### config.mk
export PLATFORM = sky130hd
export DESIGN_NAME = serving_ram_wb_bridge
export DESIGN_NICKNAME = d
export VERILOG_FILES = /design/src/rtl/serving_ram_wb_bridge.sv
export SDC_FILE = /design/constraint.sdc
export NUM_CORES = 1
export LEC_CHECK = 0
export CORE_MARGIN = 10
export CORE_UTILIZATION = 60
export CTS_CLUSTER_SIZE = 10
export DETAILED_ROUTE_END_ITERATION = 10
export DONT_BUFFER_PORTS = 1
export HOLD_SLACK_MARGIN = 0.15
export PLACE_DENSITY_LB_ADDON = 0.05
export SLEW_MARGIN = 10
export SYNTH_ARGS = -nofsm -noshare
export SYNTH_HDL_FRONTEND = slang
export SYNTH_SLANG_ARGS = --single-unit
### constraint.sdc
create_clock -name i_clk -period 4.29 [get_ports i_clk]
set_input_delay 1.0725 -clock i_clk [delete_from_list [all_inputs] [get_ports i_clk]]
set_output_delay 1.0725 -clock i_clk [all_outputs]
set_load 0.05 [all_outputs]
### src/rtl/serving_ram_wb_bridge.sv
// Wishbone (32-bit) to byte-wide RAM bridge: each request is split into four little-endian byte accesses.
// Optional macro SERVING_RAM_BRIDGE_LANESKIP_EN makes writes visit only the selected byte lanes.
module serving_ram_wb_bridge #(
    parameter int depth = 256,
    parameter int aw    = $clog2(depth)
) (
    input  logic          i_clk,
    input  logic          i_rst,
    input  logic [aw-1:0] i_wb_adr,
    input  logic [31:0]   i_wb_dat,
    input  logic [3:0]    i_wb_sel,
    input  logic          i_wb_we,
    input  logic          i_wb_stb,
    output logic [31:0]   o_wb_rdt,
    output logic          o_wb_ack,
    output logic [aw-1:0] o_ram_waddr,
    output logic [7:0]    o_ram_wdata,
    output logic          o_ram_wen,
    output logic [aw-1:0] o_ram_raddr,
    output logic          o_ram_ren,
    input  logic [7:0]    i_ram_rdata
);

    typedef enum logic [1:0] {S_IDLE, S_WR, S_RD, S_RDLAST} state_t;

    state_t      r_state, w_state_nxt;
    logic [1:0]  r_cnt, w_cnt_nxt;
    logic        r_ack, w_ack_nxt;
    logic [31:0] r_rdt;
    logic        w_cap;
    logic [1:0]  w_cap_lane;
    logic [1:0]  w_first_lane;
    logic [1:0]  w_next_lane;
    logic        w_more;
    logic        w_unused;

    assign w_unused = ^i_wb_adr[1:0];

`ifdef SERVING_RAM_BRIDGE_LANESKIP_EN
    // Lowest selected lane overall, and lowest selected lane above the current one.
    always_comb begin
        w_first_lane = 2'd0;
        w_next_lane  = 2'd0;
        w_more       = 1'b0;
        for (int k = 3; k >= 0; k--) begin
            if (i_wb_sel[k]) begin
                w_first_lane = 2'(k);
            end
            if (i_wb_sel[k] && (k > int'(r_cnt))) begin
                w_next_lane = 2'(k);
                w_more      = 1'b1;
            end
        end
    end
`else
    assign w_first_lane = 2'd0;
    assign w_next_lane  = r_cnt + 2'd1;
    assign w_more       = (r_cnt != 2'd3);
`endif

    always_ff @(posedge i_clk or posedge i_rst) begin
        if (i_rst) begin
            r_state <= S_IDLE;
            r_cnt   <= 2'd0;
            r_ack   <= 1'b0;
            r_rdt   <= 32'd0;
        end else begin
            r_state <= w_state_nxt;
            r_cnt   <= w_cnt_nxt;
            r_ack   <= w_ack_nxt;
            if (w_cap) begin
                r_rdt[{w_cap_lane, 3'b000} +: 8] <= i_ram_rdata;
            end
        end
    end

    always_comb begin
        w_state_nxt = r_state;
        w_cnt_nxt   = r_cnt;
        w_ack_nxt   = 1'b0;
        w_cap       = 1'b0;
        w_cap_lane  = r_cnt - 2'd1;
        o_ram_wen   = 1'b0;
        o_ram_ren   = 1'b0;
        case (r_state)
            S_IDLE: begin
                // The ack cycle itself never starts a new request.
                if (i_wb_stb && !r_ack) begin
                    w_cnt_nxt   = i_wb_we ? w_first_lane : 2'd0;
                    w_state_nxt = i_wb_we ? S_WR : S_RD;
                end
            end
            S_WR: begin
                o_ram_wen = i_wb_sel[r_cnt];
                if (w_more) begin
                    w_cnt_nxt = w_next_lane;
                end else begin
                    w_cnt_nxt   = 2'd0;
                    w_state_nxt = S_IDLE;
                    w_ack_nxt   = 1'b1;
                end
            end
            S_RD: begin
                o_ram_ren = 1'b1;
                w_cap     = (r_cnt != 2'd0);
                if (r_cnt == 2'd3) begin
                    w_state_nxt = S_RDLAST;
                end else begin
                    w_cnt_nxt = r_cnt + 2'd1;
                end
            end
            S_RDLAST: begin
                w_cap       = 1'b1;
                w_cap_lane  = 2'd3;
                w_cnt_nxt   = 2'd0;
                w_state_nxt = S_IDLE;
                w_ack_nxt   = 1'b1;
            end
            default: w_state_nxt = S_IDLE;
        endcase
    end

    assign o_ram_waddr = {i_wb_adr[aw-1:2], r_cnt};
    assign o_ram_raddr = {i_wb_adr[aw-1:2], r_cnt};
    assign o_ram_wdata = i_wb_dat[{r_cnt, 3'b000} +: 8];
    assign o_wb_ack    = r_ack;
    assign o_wb_rdt    = r_rdt;

endmodule

==> results of run 1 <==
-- metrics by stage --
step           std cells  util (%)
3_3_place_gp         206      59.2
2_1_floorplan        178         -
6_report             214      61.9
3_5_place_dp         206      59.2
5_1_grt              214      61.9
4_1_cts              214      61.9
-- metal layers --
layer / track usage (%) / routed length, µm
met2: 29.7 / 2930
met1: 15.6 / 1830
met4: 3.63 / 39
met3: 9.05 / 755
met5: 0 / 0
-- cell usage in the layout, fill, tap and decap left out, types with 2 or more instances in the layout --
master	netlist	routed
mux2_2	24	24
and3_1	24	24
a32o_1	8	8
ha_1	10	10
clkbuf_8	0	7
mux4_1	2	2
buf_4	14	3
o21ai_0	2	2
mux4_2	7	7
and2_1	9	9
inv_1	7	7
mux2i_1	4	4
nor2_1	3	3
nand2b_4	2	2
dfrtp_1	37	36
-- worst max-delay path by stage --
stage	endpoint	slack, ps	start	cells after the start
after floorplan	o_ram_wen	1350	i_wb_sel[1]	2
after global placement	o_ram_wen	1330	i_wb_sel[1]	2
after detailed placement	o_ram_wen	1310	i_wb_sel[1]	2
after CTS	o_ram_wen	1330	i_wb_sel[1]	2
after global routing	o_ram_wen	1260	r_cnt[0]	2
final	o_ram_wen	1340	i_wb_sel[1]	2
-- state kept, by name, indices dropped and copies added, names as in the netlist --
| register | flops |
|---|---|
| r_cnt | 2 |
| o_wb_rdt | 32 |
| o_wb_ack | 1 |
| r_state | 2 |
-- report_power, final --
group	total (W)	internal [W]	leakage, nW	switching (W)
clock network	0.000260	0.000145	0.0542	0.000115
registers	0.000831	0.000444	0.496	0.000387
logic	0.000784	0.000307	0.573	0.000477
-- layout make-up --
cell class | count | area (µm²) | area share, %
Tap cell | 48 | 60.1 | 2.65
Clock inverter | 1 | 5.00 | 0.221
Sequential cell | 37 | 927 | 40.9
Inverter | 7 | 26.3 | 1.16
Multi-Input combinational cell | 111 | 1130 | 49.8
Timing Repair Buffer | 3 | 22.5 | 0.993
Clock buffer | 7 | 96.3 | 4.25
-- cell families after synthesis --
kind of cell,Yosys count
AO/OA/AOI/OAI,19
buffers and inverters,30
multiplexers,37
flip-flops,37
AND/OR/NAND/NOR,45
adder cells (fa/ha/maj),10
==> run metrics, run 1 <==
Hold Path Sink=r_cnt[1]; register area share after synthesis=41.0%; First-pass DRT Iterations=4; worst-path cell chain=mux4_1, and2_1; post-CTS resize count=0; Ant. Diodes=0; slew at the pin closest to its max-slew limit=~730 ps; Power Dens Cells=827 mW/mm²; Worst setup EP type=primary output; hold wc startpoint=r_cnt[1]; Critical Path AT=roughly 1900 ps; Fmax achieved=339 MHz; DIE AREA=0.00662 mm²; RSZ-0062 raised after global routing=no; Placed Area=~0.0022 mm²; largest net degree at the start of global routing=38; run status=complete, no violations; main flop type after synthesis=dfrtp_1; FILL cells=305; Vias/cell=between 6 and 7; deepest clock path buffer count=2; post-synthesis simple-gate area fraction=13.7%; CTS Root Cell=clkbuf_8; Cell variety after synth=33; Synth Area in XOR/XNOR=0%; final-report setup violation count=0; die width=slightly above 80 µm; worst reg2reg startpoint=r_cnt[0]; Final Cycle Share=between 60 and 70%; first-pass GRT wire length=a little over 8 mm; Vert. Die Dim=a little over 80 µm; dpl ws=between 1000 and 1500 ps; Worst Path Required=3220 ps; grt ovf=0; Reg2Reg Setup Slack=between 1500 and 2000 ps; All-Layer GR Usage=roughly 16%; initial antenna violation count=0; antenna viol nets, final=0; IO Port Bufs=0; CTS Buf Count=5; final worst slack=about 1300 ps; WL per Instance=25.9 µm; mux contribution to synthesized area=a little under a quarter; First DRT Iteration DRCs=between 50 and 60; #FFs+latches synth=37; clock latency on the worst-skew pair=between 200 and 300 ps; routed wire length=between 5 and 6 mm; CP bufs+invs=0; # nets final=approximately 230; largest family of logic cells by synthesized area=multiplexers; hold-fix buffers at CTS=0; Post-Route Setup TNS=0 ps; Initial Util=~60%; EDFF count, synth=0; synthesized-area fraction occupied by adder cells=about 5.5%; fin area=between 0.002 and 0.0025 mm²; Synth area leaders=dfrtp_1 (41%), mux2_2 (12%), mux4_2 (7.0%); crit-path max cell delay=460 ps; hold path depth=2; Ports=115; vias=roughly 1400; worst min path class=reg -> reg; core area=between 0.003 and 0.004 mm²; CP delay by family, top=multiplexers; Worst Path Max Fanout=1; Clk pin slew, worst setup/hold paths=around 60 ps; Pleak=~1.1 nW; Setup CP Type=in -> out; Async SR Flop Fraction=100%; Syn Std Cell Area=about 0.0023 mm²; VDD IR-drop max=between 500 and 600 µV; Design Power=0.00188 W; post-CTS setup buffer count=0; vias in the first global route=between 1000 and 1500; worst r2r path cells=8; dpl hpwl=around 4.3 mm; Synth Instances=roughly 180; count leader, synth=dfrtp_1; htree depth=2; syn_nets=around 240; Synth Area in Compound Gates=~7.7%; CTS tree=yes; fin crit period=around 3000 ps; Slew headroom=between 50% and 60%; Synth-to-Final Area Change=0.277%; WHS=582 ps; Slew Limit Fails=0; layout cell share with drive strength beyond 1=30.1%; max_cap viols=0; Crit Reg-Reg Endpoint=o_wb_rdt[8]; row count=22; startpoint types=input pin; endpoints failing hold=0; Synth area leader=dfrtp_1; RD Place Congestion=about 0.72; Crit-path slowest cell=mux4_1; clock skew=5.92 ps; synth cell count leaders=dfrtp_1 (37), and3_1 (24), mux2_2 (24), buf_4 (14), ha_1 (10); post-synth top area share=41.0%; Synth Warn #=0; DRC=0; Synth Area per Inst=12.7 µm²; Clock Sinks=37
(Power assumes the default switching activity.)
==> inputs of run 2 (changes only) <==
Clock period 4.29 ns to 2.8 ns, I/O delays scaled along.
==> run 2 against run 1 <==
Net effect:
- sequential share of layout area shrank 0.27 points
- clock skew decreased by 3.2 ps
- utilization is 0.41 points higher
- clock-buffer cell count stayed put
- sequential cell count did not move
- combinational power up 57%
- die area is the same
- via count shrank 1.2%
- first-iteration DRC count decreased by 27%
- non-clock buffer count up 4
- critical path type is now reg -> out
- highest routed layer unchanged
==> run metrics, run 2 (synthesized netlist as in run 1, its figures left out) <==
run status=complete, no violations; hold-fix buffers at CTS=0; Final Cycle Share=about nine tenths; WL per Instance=25.3 µm; endpoints failing hold=0; Fmax achieved=390 MHz; layout cell share with drive strength beyond 1=a little under a third; dpl ws=~400 ps; Clk pin slew, worst setup/hold paths=60 ps; initial antenna violation count=0; deepest clock path buffer count=2; DIE AREA=0.00662 mm²; slew at the pin closest to its max-slew limit=approximately 580 ps; All-Layer GR Usage=16.3%; row count=22; Setup CP Type=reg -> out; dpl cells=210; RD Place Congestion=0.726; DRC=0; commonest cells after routing, fill and taps aside=dfrtp_1 (36), and3_1 (24), mux2_2 (24); commonest non-fill, non-tap cell in the layout=dfrtp_1; First DRT Iteration DRCs=43; core area=~0.0037 mm²; Worst setup EP type=primary output; dpl hpwl=roughly 4.4 mm; worst min path class=in -> async; Largest register FFs=32; Ports=115; max_cap viols=0; Initial Util=61.8%; fin crit period=2560 ps; Slew headroom=around three fifths; post-CTS resize count=0; Ant. Diodes=0; final worst slack=between 200 and 250 ps; final-report setup violation count=0; routed wire length=5.49 mm; Critical Path AT=approximately 1900 ps; CTS Buf Count=5; Power Dens Cells=approximately 1300 mW/mm²; WHS=about 340 ps; grt ovf=0; Synth-to-Final Area Change=0.941%; Vert. Die Dim=81.4 µm; largest net degree at the start of global routing=20; Worst Path Required=2100 ps; Design Power=about 0.0029 W; # nets final=235; fin cells=between 200 and 250; IO Port Bufs=0; Clock Sinks=37; CTS tree=yes; first-pass GRT wire length=8.22 mm; CTS Root Cell=clkbuf_8; vias in the first global route=between 1000 and 1500; Slew Limit Fails=0; Worst Path Max Fanout=9; clock skew=2.72 ps; die width=81.4 µm; post-CTS setup buffer count=0; vias=between 1000 and 1500; startpoint types=flop; clock latency on the worst-skew pair=slightly below 300 ps; VDD IR-drop max=between 700 and 800 µV; RSZ-0062 raised after global routing=no; First-pass DRT Iterations=4; FILL cells=between 300 and 400; Pleak=about 1.1 nW; Post-Route Setup TNS=0 ps; Vias/cell=between 6 and 7; antenna viol nets, final=0; htree depth=2
==> run 2: cell count changes in the layout (fill, tap and decap cells not counted) <==
| cell | change |
|---|---|
| buf_4 | +4 |
| clkbuf_1 | +1 |
| clkbuf_8 | -1 |
| clkinv_2 | -1 |
==> run 2: worst paths after layout <==
kind / start / end / slack, ps / cells after the start
worst max-delay path: r_cnt[0] / o_ram_wdata[0] / 240 / 2
worst min-delay path: i_rst / r_cnt[0] / 340 / 2
worst max register to register: r_cnt[0] / o_wb_rdt[8] / 360 / 8
worst min register to register: r_cnt[1] / r_cnt[1] / 550 / 2
max in group asynchronous: i_rst / r_cnt[0] / 2240 / 2
min in group i_clk: r_cnt[1] / r_cnt[1] / 550 / 2
==> run 2: critical path, stage by stage (launching register included) <==
cell,delay (ps)
dfrtp_2,510
buf_4,240
mux4_1,830
==> run 2: cell type report <==
cell class                      instances  area, µm²  area share, %
Multi-Input combinational cell        111       1130           49.5
Sequential cell                        37        927           40.6
Clock buffer                            7       86.3           3.78
Tap cell                               48       60.1           2.63
Timing Repair Buffer                    7       52.6           2.30
Inverter                                7       26.3           1.15
==> run 2: stage by stage <==
step           util, %  cell area, µm²
4_1_cts           62.3            2280
3_5_place_dp      60.0            2200
3_3_place_gp      60.0            2200
5_1_grt           62.3            2280
6_report          62.3            2280
2_1_floorplan        -            2260
==> run 2: power by group <==
part           leakage, nW  switching [W]  internal (W)  total, W
sequential           0.496       0.000579      0.000681   0.00126
combinational        0.594       0.000743      0.000489   0.00123
clock               0.0443       0.000172      0.000195  0.000367
total                 1.13        0.00149       0.00136   0.00286
==> run 2: per-layer routing <==
layer	up-vias	global-route usage, %	routed length, µm
met3	7	8.39	727
met1	668	16.1	1890
met4	0	4.67	58
met2	73	29.2	2820
met5	-	0	0
li1	616	-	-
